$ cat src/rtl/arb_byte_packer_pkg.sv
// Shared types and constants for the arbiter byte packer.
package arb_byte_packer_pkg;

  localparam int BYTES = 4;
  localparam int CNT_W = 3;

  typedef struct packed {
    logic [CNT_W-1:0]   cnt;
    logic [8*BYTES-1:0] data;
  } pack_entry_t;

endpackage

$ cat src/rtl/pack_fifo.sv
// Small synchronous FIFO of packed words. Pointers carry one extra wrap bit so
// full and empty can be told apart without a separate occupancy counter.
// A push into a full FIFO is accepted only when a pop frees a slot on the same
// edge; otherwise it is silently ignored (the caller accounts for the loss).
module pack_fifo
  import arb_byte_packer_pkg::*;
#(
  parameter int DEPTH = 2
) (
  input  logic        clk,
  input  logic        rst_n,
  input  logic        push_i,
  input  pack_entry_t push_data_i,
  input  logic        pop_i,
  output logic        full_o,
  output logic        empty_o,
  output pack_entry_t head_o
);

  localparam int AW = $clog2(DEPTH);
  localparam int PW = AW + 1;

  logic [PW-1:0] wr_ptr_q, wr_ptr_d;
  logic [PW-1:0] rd_ptr_q, rd_ptr_d;
  pack_entry_t   mem_q [DEPTH];
  logic          do_push;
  logic          do_pop;

  assign empty_o = (wr_ptr_q == rd_ptr_q);
  assign full_o  = (wr_ptr_q[AW] != rd_ptr_q[AW]) &&
                   (wr_ptr_q[AW-1:0] == rd_ptr_q[AW-1:0]);
  assign do_pop  = pop_i && !empty_o;
  assign do_push = push_i && (!full_o || do_pop);
  assign head_o  = mem_q[rd_ptr_q[AW-1:0]];

  // Next pointer values; both wrap naturally at 2*DEPTH.
  always_comb begin
    wr_ptr_d = wr_ptr_q;
    rd_ptr_d = rd_ptr_q;
    if (do_push) wr_ptr_d = wr_ptr_q + PW'(1);
    if (do_pop)  rd_ptr_d = rd_ptr_q + PW'(1);
  end

  // Pointer registers, cleared by the asynchronous reset.
  always_ff @(posedge clk or negedge rst_n) begin
    if (!rst_n) begin
      wr_ptr_q <= '0;
      rd_ptr_q <= '0;
    end else begin
      wr_ptr_q <= wr_ptr_d;
      rd_ptr_q <= rd_ptr_d;
    end
  end

  // Storage write; contents need no reset since empty masks them.
  always_ff @(posedge clk) begin
    if (do_push) mem_q[wr_ptr_q[AW-1:0]] <= push_data_i;
  end

endmodule

$ cat src/rtl/arb_byte_packer.sv
// Packs the arbiter's byte stream little-endian into 32-bit words and queues
// them for a ready/valid consumer. The arbiter cannot be stalled, so a word
// that finds the queue full (with no pop on the same edge) is dropped and the
// sticky overflow flag records it.
module arb_byte_packer
  import arb_byte_packer_pkg::*;
#(
  parameter int DEPTH = 2
) (
  input  logic                clk,
  input  logic                rst_n,
  input  logic [7:0]          in_data,
  input  logic                in_valid,
  input  logic                flush,
  input  logic                out_ready,
  output logic [8*BYTES-1:0]  out_data,
  output logic [CNT_W-1:0]    out_cnt,
  output logic                out_valid,
  output logic                overflow
);

  logic [8*BYTES-1:0] acc_q, acc_d;
  logic [1:0]         cnt_q, cnt_d;
  logic               overflow_q, overflow_d;

  logic [8*BYTES-1:0] acc_with_byte;
  logic [CNT_W-1:0]   eff_cnt;
  logic               push;
  logic               pop;
  logic               push_ok;
  logic               fifo_full;
  logic               fifo_empty;
  pack_entry_t        push_entry;
  pack_entry_t        head;

  // Accumulator view including a byte arriving this cycle, and push decision.
  // A flush that coincides with the 4th byte yields one word of count 4.
  always_comb begin
    acc_with_byte = acc_q;
    if (in_valid) acc_with_byte[{cnt_q, 3'b000} +: 8] = in_data;
    eff_cnt   = {1'b0, cnt_q} + {2'b00, in_valid};
    push      = (in_valid && (cnt_q == 2'd3)) || (flush && (eff_cnt != '0));
    push_entry.cnt  = eff_cnt;
    push_entry.data = acc_with_byte;
    pop       = !fifo_empty && out_ready;
    push_ok   = push && (!fifo_full || pop);
  end

  // Accumulator and overflow next state; lanes clear on every push, dropped or not.
  always_comb begin
    acc_d      = acc_q;
    cnt_d      = cnt_q;
    overflow_d = overflow_q;
    if (push) begin
      acc_d = '0;
      cnt_d = 2'd0;
      if (!push_ok) overflow_d = 1'b1;
    end else if (in_valid) begin
      acc_d = acc_with_byte;
      cnt_d = cnt_q + 2'd1;
    end
  end

  // Accumulator and sticky overflow registers.
  always_ff @(posedge clk or negedge rst_n) begin
    if (!rst_n) begin
      acc_q      <= '0;
      cnt_q      <= 2'd0;
      overflow_q <= 1'b0;
    end else begin
      acc_q      <= acc_d;
      cnt_q      <= cnt_d;
      overflow_q <= overflow_d;
    end
  end

  pack_fifo #(.DEPTH(DEPTH)) u_fifo (
    .clk        (clk),
    .rst_n      (rst_n),
    .push_i     (push_ok),
    .push_data_i(push_entry),
    .pop_i      (pop),
    .full_o     (fifo_full),
    .empty_o    (fifo_empty),
    .head_o     (head)
  );

  // Head is masked while empty so idle and reset outputs read as zero.
  assign out_valid = !fifo_empty;
  assign out_data  = fifo_empty ? '0 : head.data;
  assign out_cnt   = fifo_empty ? '0 : head.cnt;
  assign overflow  = overflow_q;

endmodule

$ cat config.mk
export PLATFORM = sky130hd
export DESIGN_NAME = arb_byte_packer
export DESIGN_NICKNAME = d
export VERILOG_FILES = /design/src/rtl/arb_byte_packer_pkg.sv /design/src/rtl/pack_fifo.sv /design/src/rtl/arb_byte_packer.sv
export SDC_FILE = /design/constraint.sdc
export NUM_CORES = 1
export LEC_CHECK = 0
export ABC_AREA = 1
export BUFFER_PORTS_ARGS = -buffer_cell sky130_fd_sc_hd__buf_2
export CAP_MARGIN = 20
export CORE_MARGIN = 2
export CORE_UTILIZATION = 35
export CTS_CLUSTER_SIZE = 14
export DETAILED_ROUTE_END_ITERATION = 7
export PLACE_DENSITY = 0.54
export SLEW_MARGIN = 20
export SYNTH_ARGS = -nofsm -noshare
export SYNTH_HDL_FRONTEND = slang
export SYNTH_SLANG_ARGS = --single-unit
$ cat constraint.sdc
create_clock -name clk -period 3.8 [get_ports clk]
set_input_delay 0.57 -clock clk [delete_from_list [all_inputs] [get_ports clk]]
set_output_delay 0.57 -clock clk [all_outputs]
set_load 0.01 [all_outputs]
After elaboration in Yosys (flattened, before gate mapping) --
Memory sizes are Yosys's and may differ from the RTL's. Index checks and enable logic that the tools add are counted. Widths: inputs -> output; s select.
Storage, ports and cells: output and inout port bits 37, logic and storage cells 43, memories 1, memory bits (writable) 70, bits in registers 39
Memories:
- u_fifo.mem_q | words 2, bits a word 35, read ports 1, clocked after Yosys merged registers in 0, write ports 1, line pack_fifo.sv:25 | pack_entry_t mem_q [DEPTH];
Operators by class: equality and inequality tests 4, $add $sub $neg 5, bitwise gates (word level) 1, muxes and demuxes 10, shift operators 2, reduce and logical (&&, ||, !) cells 15
Operator list (number):
- $mux 32 | 4
- $bwmux 32 | 1
- $shift 8x7->32 const A | 1
- $shiftx 8x7->32 | 1
- $logic_and 1x1->1 | 7
- $neg 5->7 | 1
- $add 2x1->2 const B | 3
- $mux 2 | 2
- $add 2x1->3 | 1
- $logic_or 1x1->1 | 3
- $mux 3 | 1
- $reduce_bool 3->1 | 1
- $eq 2x2->1 | 1
- $eq 2x2->1 const B | 1
- $logic_not 1->1 | 2
- $mux 1 | 2
- $reduce_and 2->1 | 1
- $reduce_bool 2->1 | 1
- $eq 1x1->1 | 1
- $ne 1x1->1 | 1
- $not 1->1 | 1

Depth between registers and ports, before layout --
depth after elaboration 8, depth in mapped cells 10

Modules after synthesis --
Synthesis repeated with hierarchy kept, for this count alone.
Unflattened totals: cell total of the unflattened synthesis 543, area total of the unflattened synthesis 4939.7 µm²
By module, submodules not included:
- pack_fifo | instances 1, cells each 220, sequential area each 2202.1 µm², area an instance 2791.4 µm²
- arb_byte_packer | instances 1, cells each 323, sequential area each 875.8 µm², area an instance 2148.3 µm²

Worst setup path before layout --
Ideal clock, no wire load.
path type input port to flip-flop, start input in_valid, end memory u_fifo.mem_q[1][0] in the netlist's numbering (enable), library setup time 427 ps, required time 3373 ps, data arrival time 2966 ps, cell stages on the path 9, setup slack 407 ps, cells stage by stage ha_1 -> ha_1 -> inv_1 -> nand2_1 -> nand2_1 -> nand2_1 -> buf_6 -> nand2_1 -> nor2_1
Between the ends: word-level cells in the longest chain between the ends 8, elaborated cells on any way between the ends 9
Ends and longest elaborated chain:
- from (decl) | line arb_byte_packer.sv:13 | input logic in_valid,
- $add 2x1->3 | line arb_byte_packer.sv:41 | eff_cnt = {1'b0, cnt_q} + {2'b00, in_valid};
- via eff_cnt[1] | line arb_byte_packer.sv:27 | logic [CNT_W-1:0] eff_cnt;
- $reduce_bool 3->1 | line arb_byte_packer.sv:42 | push = (in_valid && (cnt_q == 2'd3)) || (flush && (eff_cnt != '0));
- $logic_and 1x1->1 | line arb_byte_packer.sv:42
- $logic_or 1x1->1 | line arb_byte_packer.sv:42
- $logic_and 1x1->1 | line arb_byte_packer.sv:46 | push_ok = push && (!fifo_full || pop);
- $logic_and 1x1->1 | line pack_fifo.sv:33 | assign do_push = push_i && (!full_o || do_pop);
- $mux 1 | line pack_fifo.sv:57 | if (do_push) mem_q[wr_ptr_q[AW-1:0]] <= push_data_i;
- $mux 1 (implied by the code) | line pack_fifo.sv:57
- to (decl) | line pack_fifo.sv:25
The timed path passes the listed nets, and every way through them passes these cells.

Worst setup path after layout --
start register cnt_q[0], end memory u_fifo.mem_q[1][25] in the netlist's numbering (enable)
Between the ends: word-level cells in the longest chain between the ends 8, elaborated cells on any way between the ends 10
Ends and longest elaborated chain:
- from (decl) | line arb_byte_packer.sv:23 | logic [1:0] cnt_q, cnt_d;
- from (signal assigned) | line arb_byte_packer.sv:72 | cnt_q <= cnt_d;
- $add 2x1->3 | line arb_byte_packer.sv:41
- via eff_cnt[1] | line arb_byte_packer.sv:27
- $reduce_bool 3->1 | line arb_byte_packer.sv:42
- $logic_and 1x1->1 | line arb_byte_packer.sv:42
- $logic_or 1x1->1 | line arb_byte_packer.sv:42
- $logic_and 1x1->1 | line arb_byte_packer.sv:46
- $logic_and 1x1->1 | line pack_fifo.sv:33
- $mux 1 | line pack_fifo.sv:57
- $mux 1 (implied by the code) | line pack_fifo.sv:57
The timed path passes the listed nets, and every way through them passes these cells.

==> metrics.txt <==
DRT antenna net count 0; hpwl dp 6.81 mm; Synth Register Bits 109; routed len/inst 14.7 um; clk_skew 0.00420 ns; cells after synthesis 450; Reg-to-Reg End u_fifo.mem_q[1][25]$_DFFE_PP_; CTS H-tree depth 3; DIE AREA 0.0149 mm^2; ANT cells 0; Worst Path Required 3.79 ns; post-layout instance area 0.00553 mm^2; Rel. slew slack 38.8%; Post-synth EDFFs 70; Unique masters post-synth 31; RSZ-0062 raised after global routing no; grt total ovfl 0; clk sink count 109; Critical path origin cnt_q[0]$_DFFE_PN0P_; RePlAce Congestion 0.781; register-to-register setup slack 0.69 ns; Final Net Count 516; max-cap viol count 0; status completed; core area 0.0137 mm^2; setup violators final 0; power per cell area 791 mW/mm^2; fillers 1361; total wire length 10.0 mm; Syn-to-layout area delta 13.5%; layout cells sized above 1 23.4%; ratio of final minimum period to clock period 81.8%; Pwr Total 4380 uW; critical path launch point type flip-flop; Detailed Routing Iterations Pass 1 4; Final Worst Setup Slack 0.692 ns; Cell Area, Placed 0.00524 mm^2; post-synthesis sequential area ratio 63.2%; Place WS 0.694 ns; routed vias 3164; post_cts resized 0; die width 122 um; final slew viol count 0; worst vdd ir 324 uV; fin crit period 3.11 ns; arrival time at the worst endpoint 3.10 ns; Post-synth ARST share 35.8%; Synth Flop Type edfxtp_1; Post-CTS Repair Setup Buffers 0; count of input and output buffers 49; largest net degree at the start of global routing 40; worst r2r src cnt_q[0]$_DFFE_PN0P_; initial antenna violation count 0; row count 43; CTS tree yes; crit path capture u_fifo.mem_q[1][25]$_DFFE_PP_; Worst-path clk slew 0.07 ns; DRC errors left 0; worst setup path class flip-flop to flip-flop; Leak 0.00242 uW; CP max FO 35; Tot GR Track Use 14.5%; cts-stage hold buffer count 0; global-route wire length before repair 16.5 mm; clk_lat worst skew 0.35 ns; starting DRC count in detailed routing 297; fmax 322 MHz; Cell Area, Synth 0.00487 mm^2; Clock Tree Root clkbuf_16; Slew @ Worst Pin 0.918 ns; vias in the first global route 3125; # IOs 50; Syn Nets 470; Initial Util 35.5%; worst-case reg-to-reg path depth 9; Final Hold Viols 0; DIE HEIGHT 122 um; Crit. End Element flip-flop; CTS Buf Count 9; Synth warnings 0; clock buffer depth 2; Via density 4.65; syn avg cell area 10.8 um^2; HP Class input port to asynchronous set/reset pin; setup TNS 0 ns
==> registers in the layout (all words and copies together), names as in the netlist <==
| name | flops |
|---|---|
| u_fifo.mem_q | 70 |
| acc_q | 32 |
| cnt_q | 2 |
| u_fifo.rd_ptr_q | 2 |
| u_fifo.wr_ptr_q | 2 |
| overflow | 1 |
==> cells in the mapped netlist, types with 7 or more instances <==
master	number	area share (%)
a21oi_1	28	2.9
o22ai_1	7	0.90
nor3_1	8	0.82
buf_2	7	0.72
nor2_1	11	0.85
nand4_1	7	0.90
nand3_1	21	2.2
inv_1	30	2.3
nand2_1	148	11
edfxtp_1	70	43
dfrtp_1	39	20
ha_1	7	1.8
a21oi_2	30	5.4
==> worst max-delay path: stages (launching register included) <==
cell and delay (ns):
dfrtp_1 0.68, ha_1 0.34, ha_1 0.31, inv_1 0.05, nand2_1 0.05, nand2_1 0.08
nand2_1 0.44, nand2_1 0.23, nor2_4 0.11, buf_4 0.44
==> cell type report <==
type                       instances  area, um^2  share of cell area, %
sequential                       109        3080                   55.7
multi-input combinational        286        1510                   27.3
timing repair buffer              54         283                   5.12
clock buffer                       9         225                   4.07
tap                              180         225                   4.07
inverter                          36         140                   2.54
clock inverter                     7        66.3                   1.20
==> how the worst min path moves through the flow <==
| stage | slack (ns) | to | start |
|---|---|---|---|
| floorplan | 0.27 | acc_q[0]$_DFFE_PN0P_ | rst_n |
| CTS | 0.40 | acc_q[28]$_DFFE_PN0P_ | rst_n |
| global placement | 0.47 | overflow$_DFFE_PN0P_ | overflow$_DFFE_PN0P_ |
| finish | 0.35 | acc_q[28]$_DFFE_PN0P_ | rst_n |
| global route | 0.44 | acc_q[29]$_DFFE_PN0P_ | rst_n |
| detailed placement | 0.47 | overflow$_DFFE_PN0P_ | overflow$_DFFE_PN0P_ |
==> cells in the final DEF, fill, tap and decap left out <==
cell | netlist | final
nand2_1 | 148 | 148
edfxtp_1 | 70 | 70
buf_2 | 7 | 49
dfrtp_1 | 39 | 39
inv_1 | 30 | 30
a21oi_2 | 30 | 30
a21oi_1 | 28 | 28
nand3_1 | 21 | 21
nor2_1 | 11 | 10
clkbuf_16 | 0 | 9
nor3_1 | 8 | 8
o22ai_1 | 7 | 7
nand4_1 | 7 | 7
ha_1 | 7 | 7
buf_4 | 3 | 5
nor2_4 | 3 | 4
inv_2 | 3 | 3
nand2_2 | 3 | 3
clkinv_1 | 1 | 3
nand2_4 | 3 | 3
nand3_4 | 2 | 2
inv_4 | 2 | 2
xor2_1 | 2 | 2
clkinvlp_4 | 0 | 2
nand3_2 | 1 | 1
and2_0 | 1 | 1
a31oi_1 | 1 | 1
o21ai_2 | 1 | 1
o21ai_0 | 1 | 1
o21bai_1 | 1 | 1
bufinv_16 | 0 | 1
clkinv_4 | 0 | 1
clkinv_2 | 0 | 1
==> routing by layer <==
layer / global-route usage, % / vias up / wire, um
met2: 24.0 / 43 / 4870
li1: - / 1599 / -
met5: 0 / - / 0
met4: 5.82 / 0 / 179
met3: 2.25 / 12 / 295
met1: 19.2 / 1510 / 4690
==> power breakdown <==
part	switching, uW	internal, uW	leakage (uW)
sequential	111	1600	0.00120
combinational	1200	549	0.00108
clock	409	506	0.000136
total	1720	2660	0.00242
==> kinds of logic after synthesis <==
logic type | count (synthesis) | share of synthesized area, %
buf+inv | 55 | 5.91
compound gates | 69 | 9.74
xor+xnor | 2 | 0.360
simple gates | 208 | 19.0
fa+ha+maj | 7 | 1.80
flops | 109 | 63.2
==> through the flow <==
stage	hold slack (ns)	cells	util [%]
final	0.349	681	40.3
after global routing	0.443	681	40.3
after CTS	0.403	681	40.3
after detailed placement	0.470	665	38.2
after global placement	0.466	665	38.2
after floorplan	0.274	450	-
Note: power is estimated with default switching activity, not from simulation.
